### config.mk
export PLATFORM = sky130hd
export DESIGN_NAME = wb_writer
export DESIGN_NICKNAME = d
export VERILOG_FILES = /design/src/rtl/wb_writer_pkg.sv /design/src/rtl/wb_writer_load_ext.sv /design/src/rtl/wb_writer.sv
export SDC_FILE = /design/constraint.sdc
export NUM_CORES = 1
export LEC_CHECK = 0
export CAP_MARGIN = 25
export CORE_MARGIN = 4
export CORE_UTILIZATION = 30
export CTS_CLUSTER_DIAMETER = 50
export DETAILED_ROUTE_END_ITERATION = 10
export SLEW_MARGIN = 40
export SYNTH_ARGS = -nofsm -noshare
export SYNTH_HDL_FRONTEND = slang
export SYNTH_HIERARCHICAL = 1
export SYNTH_SLANG_ARGS = --single-unit
### constraint.sdc
create_clock -name clk -period 6.3 [get_ports clk]
set_input_delay 1.575 -clock clk [delete_from_list [all_inputs] [get_ports clk]]
set_output_delay 1.575 -clock clk [all_outputs]
set_load 0.005 [all_outputs]
### src/rtl/wb_writer_pkg.sv
// Shared definitions for the writeback path: data width, register-index
// width and the RV32I load funct3 encodings.
package wb_writer_pkg;

  localparam int unsigned XLEN  = 32;
  localparam int unsigned REG_W = 5;

  typedef enum logic [2:0] {
    F3_LB  = 3'b000,
    F3_LH  = 3'b001,
    F3_LW  = 3'b010,
    F3_LBU = 3'b100,
    F3_LHU = 3'b101
  } ld_funct3_e;

endpackage

### src/rtl/wb_writer_load_ext.sv
// Load data extension (combinational).
//   funct3  : RV32I load type
//   addr_lo : byte offset of the load address
//   rdata   : raw aligned memory word
//   data    : extended load result
// Halfword select uses addr_lo[1] only; unknown funct3 codes pass the word.
module load_ext
  import wb_writer_pkg::*;
#(
  parameter int unsigned XLEN = wb_writer_pkg::XLEN
) (
  input  logic [2:0]      funct3,
  input  logic [1:0]      addr_lo,
  input  logic [XLEN-1:0] rdata,
  output logic [XLEN-1:0] data
);

  logic [7:0]  byte_sel;
  logic [15:0] half_sel;

  always_comb begin
    byte_sel = rdata[{addr_lo, 3'b000} +: 8];
    half_sel = rdata[{addr_lo[1], 4'b0000} +: 16];
    case (funct3)
      F3_LB:   data = {{(XLEN-8){byte_sel[7]}}, byte_sel};
      F3_LBU:  data = {{(XLEN-8){1'b0}}, byte_sel};
      F3_LH:   data = {{(XLEN-16){half_sel[15]}}, half_sel};
      F3_LHU:  data = {{(XLEN-16){1'b0}}, half_sel};
      default: data = rdata;
    endcase
  end

endmodule

### src/rtl/wb_writer.sv
// Writeback producer for the register file write port.
//   alu_valid/alu_rd/alu_data/alu_ready : ALU result handshake
//   ld_valid/ld_rd/ld_funct3/ld_addr_lo/ld_rdata/ld_ready : load return
//   RegWEn/regD/wb_data : registered register-file write port
//   pend_mask : destinations held by valid buffered ALU results
//   busy      : buffer non-empty or a write is on the output port
// Loads always win; ALU results losing arbitration go to an in-order FIFO.
module wb_writer
  import wb_writer_pkg::*;
#(
  parameter int unsigned DEPTH = 2,
  parameter int unsigned XLEN  = wb_writer_pkg::XLEN
) (
  input  logic             clk,
  input  logic             reset,
  input  logic             alu_valid,
  input  logic [4:0]       alu_rd,
  input  logic [XLEN-1:0]  alu_data,
  output logic             alu_ready,
  input  logic             ld_valid,
  input  logic [4:0]       ld_rd,
  input  logic [2:0]       ld_funct3,
  input  logic [1:0]       ld_addr_lo,
  input  logic [XLEN-1:0]  ld_rdata,
  output logic             ld_ready,
  output logic             RegWEn,
  output logic [4:0]       regD,
  output logic [XLEN-1:0]  wb_data,
  output logic [31:0]      pend_mask,
  output logic             busy
);

  localparam int unsigned AW = $clog2(DEPTH);

  logic [REG_W-1:0] q_rd   [DEPTH];
  logic [XLEN-1:0]  q_data [DEPTH];
  logic [DEPTH-1:0] q_vld;
  logic [DEPTH-1:0] q_vld_nxt;
  logic [AW-1:0]    rd_ptr;
  logic [AW-1:0]    wr_ptr;
  logic [AW:0]      count;
  logic [31:0]      pend_nxt;
  logic [XLEN-1:0]  ld_ext;

  logic full;
  logic empty;
  logic alu_fire;
  logic sel_ld;
  logic sel_head;
  logic sel_byp;
  logic push;
  logic pop;

  load_ext #(.XLEN(XLEN)) u_load_ext (
    .funct3  (ld_funct3),
    .addr_lo (ld_addr_lo),
    .rdata   (ld_rdata),
    .data    (ld_ext)
  );

  assign full      = (count == (AW+1)'(DEPTH));
  assign empty     = (count == '0);
  assign alu_ready = reset && !full;
  assign ld_ready  = reset;
  assign busy      = !empty || RegWEn;

  assign alu_fire = alu_valid && alu_ready;
  assign sel_ld   = ld_valid;
  assign sel_head = !ld_valid && !empty;
  assign sel_byp  = !ld_valid && empty && alu_fire;
  assign pop      = sel_head;
  assign push     = alu_fire && !sel_byp && (alu_rd != '0);

  // Squash and pop act on entries already in the FIFO; the push is applied
  // last so an entry written this cycle is never squashed by the load.
  always_comb begin
    q_vld_nxt = q_vld;
    if (sel_ld) begin
      for (int unsigned i = 0; i < DEPTH; i++) begin
        if (q_rd[i[AW-1:0]] == ld_rd) begin
          q_vld_nxt[i[AW-1:0]] = 1'b0;
        end
      end
    end
    if (pop) begin
      q_vld_nxt[rd_ptr] = 1'b0;
    end

    pend_nxt = '0;
    for (int unsigned i = 0; i < DEPTH; i++) begin
      if (q_vld_nxt[i[AW-1:0]]) begin
        pend_nxt[q_rd[i[AW-1:0]]] = 1'b1;
      end
    end
    if (push) begin
      q_vld_nxt[wr_ptr] = 1'b1;
      pend_nxt[alu_rd]  = 1'b1;
    end
    pend_nxt[0] = 1'b0;
  end

  always_ff @(posedge clk) begin
    if (reset && push) begin
      q_rd[wr_ptr]   <= alu_rd;
      q_data[wr_ptr] <= alu_data;
    end
  end

  always_ff @(posedge clk) begin
    if (!reset) begin
      q_vld     <= '0;
      rd_ptr    <= '0;
      wr_ptr    <= '0;
      count     <= '0;
      pend_mask <= '0;
      RegWEn    <= 1'b0;
      regD      <= '0;
      wb_data   <= '0;
    end else begin
      q_vld     <= q_vld_nxt;
      pend_mask <= pend_nxt;

      if (push) begin
        wr_ptr <= wr_ptr + AW'(1);
      end
      if (pop) begin
        rd_ptr <= rd_ptr + AW'(1);
      end
      case ({push, pop})
        2'b10:   count <= count + (AW+1)'(1);
        2'b01:   count <= count - (AW+1)'(1);
        default: count <= count;
      endcase

      RegWEn <= 1'b0;
      if (sel_ld) begin
        RegWEn  <= (ld_rd != '0);
        regD    <= ld_rd;
        wb_data <= ld_ext;
      end else if (sel_head) begin
        // A squashed head still pops, but without a write.
        RegWEn  <= q_vld[rd_ptr];
        regD    <= q_rd[rd_ptr];
        wb_data <= q_data[rd_ptr];
      end else if (sel_byp) begin
        RegWEn  <= (alu_rd != '0);
        regD    <= alu_rd;
        wb_data <= alu_data;
      end
    end
  end

endmodule

==> results.yml <==
drt:
  wl_per_cell_um: 19.74
  first_pass_iters: 5
  drtAntennaViolNets: 0
  viasPerCell: 5.257
  dr.first_iter.drc_count: 448
  drc: 0
  vias: 5699
  wirelength_um: 21400
global_route:
  antenna_found_initial: 2
  grt_first_pass_wirelength_um: 33320
  grtUsageTotal: 0.1632
  grt_start_max_net_pins: 65
  overflow: 0
  grt_pass1_vias: 5714
floorplanning:
  die_h_um: 160.9
  dieArea_sq_mm: 0.02590
  start_util: 0.3071
  dieWidth_um: 160.9
  io_pins: 156
  rows: 55
  coreArea_sq_mm: 0.02285
pwr:
  pwr-share-seq: 0.410
  pwr-share-clk: 0.345
  power.net_switching_mw: 0.9176
  power_density_mw_per_mm2: 317.4
  p_int_mw: 2.061
  p_leak_nw: 3.139
  irDropWorstVdd_mv: 0.1688
  combinationalPowerShare: 0.245
  p_sw_frac: 0.3081
worst_hold_path:
  min_from: "wr_ptr"
  holdPathEnd: "wr_ptr"
  hold_class: "flip-flop to flip-flop"
  hold_path_depth: 1
clock_network:
  cts_buffer_depth: 2
  cts_resized: 0
  postCtsHoldBufs: 0
  worstSkewPairLatency_ns: 0.43
  cts_tree: "yes"
  cts_buffers: 17
  htreeDepth: 4
  cts.clk_slew.worst_paths_ns: 0.07
  cts-root-buf: "clkbuf_16"
  clock_sinks: 150
  cts_setup_buffers: 0
timing:
  hold_viol: 0
  period_share: 0.6345
  worstMarginPinSlew_ns: 0.7786
  setup_tns_ns: 0
  fmax_mhz: 250.2
  rsz0062_at_grt: "false"
  slew_viol_final: 0
  slew_headroom: 0.4797
  setup_viol: 0
  fin_crit_ns: 3.997
  finClkSkew_ns: 0.008927
logic_synthesis:
  synthFlopType: "dfxtp_1"
  synthesis.area_sq_mm: 0.007015
  synth_fa_ha_area_frac: 0.001783
  synth_top_family_by_area: "compound AO/OA/AOI/OAI gates"
  ys_ff_latch: 150
  ys.warnings.count: 6
  synth_edf_count: 74
  synth_compound_area_frac: 0.1899
  ys_top_cells_by_area: "edfxtp_1 32%, dfxtp_1 22%, o221ai_1 7.9%, mux2_2 6.7%, nand2_1 3.6%"
  synth_cell_type_count: 61
  syn_area_per_cell_sq_um: 11.17
  synth_top_area_share: 0.3167
  synth_top_area_cell: "edfxtp_1"
  synth.area.mux_share: 0.07776
  ys_seq_area_frac: 0.5336
  synth_nets: 712
  synth_simple_gate_area_frac: 0.1368
  synthArstFlopShare: 0
  postSynthCellCount: 628
  synth_xor_area_frac: 0.01623
status:
  status: "finished clean"
cells_and_area:
  fill_cells: 2268
  final_common_cell: "clkdlybuf4s50_1"
  drive_above_1_share: 0.1482
  fin_area_sq_mm: 0.009384
  synthToLayoutAreaGrowth_pct: 33.76
  mostFrequentLayoutCells: "153 x clkdlybuf4s50_1, 75 x dfxtp_1, 74 x edfxtp_1"
  fin_util: 0.4107
  final_nets: 840
setup_path:
  critical_path_buf_inv_count: 2
  path_cells: "clkdlybuf4s50_1, nor2b_1, o21a_1, nand2_1, nor2_4, buf_4"
  crit_slowest_cell: "nor2_4"
  path_class: "input pin to flip-flop"
  cp.depth: 6
  reg2reg_from: "count[0]"
  slowest_delay_ns: 0.69
  cp-start-kind: "input pin"
  ff2ff_setup_slack_ns: 3.66
  r2r-end: "q_data[1][17]"
  critical_path_arrival_ns: 4.11
  path_max_fanout: 24
  critPathTopFamily: "simple AND/OR/NAND/NOR gates"
  worstPathRequired_ns: 6.42
  ff2ff_path_depth: 4
  endpoint_kind: "flip-flop"
place:
  dp_hpwl_um: 15150
  placed_area_sq_mm: 0.008792
  place_congestion: 0.9007
  port_buffers: 154
job:
  maxCapViolCount: 0
logic make-up after synthesis:
family / after synthesis
AO/OA/AOI/OAI: 185
AND/OR/NAND/NOR: 172
flip-flops: 150
buffers and inverters: 58
multiplexers: 48
XOR/XNOR: 13
adder cells (fa/ha/maj): 1
other: 1
worst max-delay path by stage:
stage | endpoint | start
final | q_data[1][17] | ld_valid
after global routing | q_data[1][17] | ld_valid
after CTS | q_data[1][18] | ld_valid
after detailed placement | q_data[1][10] | ld_valid
after global placement | q_data[0][28] | ld_valid
after floorplan | q_data[0][0] | reset
cell type report:
| cell class | instances | area [sq um] | area share |
|---|---|---|---|
| Antenna cell | 2 | 5.005 | 0.0005333 |
| Multi-Input combinational cell | 420 | 2983 | 0.3179 |
| Tap cell | 313 | 391.6 | 0.04173 |
| Timing Repair Buffer | 164 | 1659 | 0.1768 |
| Clock inverter | 15 | 161.4 | 0.01720 |
| Sequential cell | 150 | 3747 | 0.3993 |
| Clock buffer | 17 | 425.4 | 0.04533 |
| Inverter | 3 | 11.26 | 0.001200 |
sequential cells by signal, indices dropped and copies added, names as in the netlist, named ones only:
register   count
count          2
q_data        64
wr_ptr         1
pend_mask     31
RegWEn         1
regD           5
rd_ptr         1
wb_data       32
q_rd          10
q_vld          2
stage by stage:
| stage | setup slack, ns | instances | hold WS, ns | power (mW) |
|---|---|---|---|---|
| final | 2.303 | 1084 | 0.5454 | 2.978 |
| after global routing | 2.088 | 1084 | 0.5611 | 3.113 |
| after CTS | 2.280 | 1082 | 0.5453 | 3.003 |
| after detailed placement | 1.836 | 1050 | 0.5364 | 1.972 |
| after global placement | 1.865 | 1047 | 0.5296 | 1.923 |
| after floorplan | 2.064 | 628 | 0.4681 | 1.629 |
routing by layer:
layer | vias up | track usage | wire (um)
met5 | - | 0 | 0
met4 | 0 | 0.05118 | 420
met3 | 21 | 0.03233 | 1242
met2 | 207 | 0.2559 | 9952
met1 | 2764 | 0.2280 | 9785
li1 | 2707 | - | -
worst reg2reg max path, delay by kind of cell, from the launching register on:
family,cells,cell delay [ns]
compound gates,1,0.41
buf+inv,1,0.37
flops,1,0.58
simple gates,2,0.97
power groups by stage:
stage               combinational, mW  sequential, mW  clock [mW]
floorplan                       0.449            1.18           0
global placement                0.681            1.24           0
detailed placement              0.729            1.24           0
CTS                             0.734            1.22        1.05
global route                    0.792            1.23        1.09
finish                          0.731            1.22        1.03
Yosys cell counts, types with 5 or more instances:
cell,instances
a21oi_1,43
nor3b_1,7
mux2i_1,5
clkbuf_1,28
and2_1,5
nor2_1,14
o22ai_1,37
o211ai_1,6
edfxtp_1,74
nand3b_1,10
nor2b_1,7
o221ai_1,63
xor2_1,9
a22oi_1,9
mux2_2,42
o21ai_0,13
nand3_1,11
buf_2,12
buf_6,8
dfxtp_1,76
or2_2,6
nand4_1,13
nand2_1,67
(Power assumes the default switching activity.)
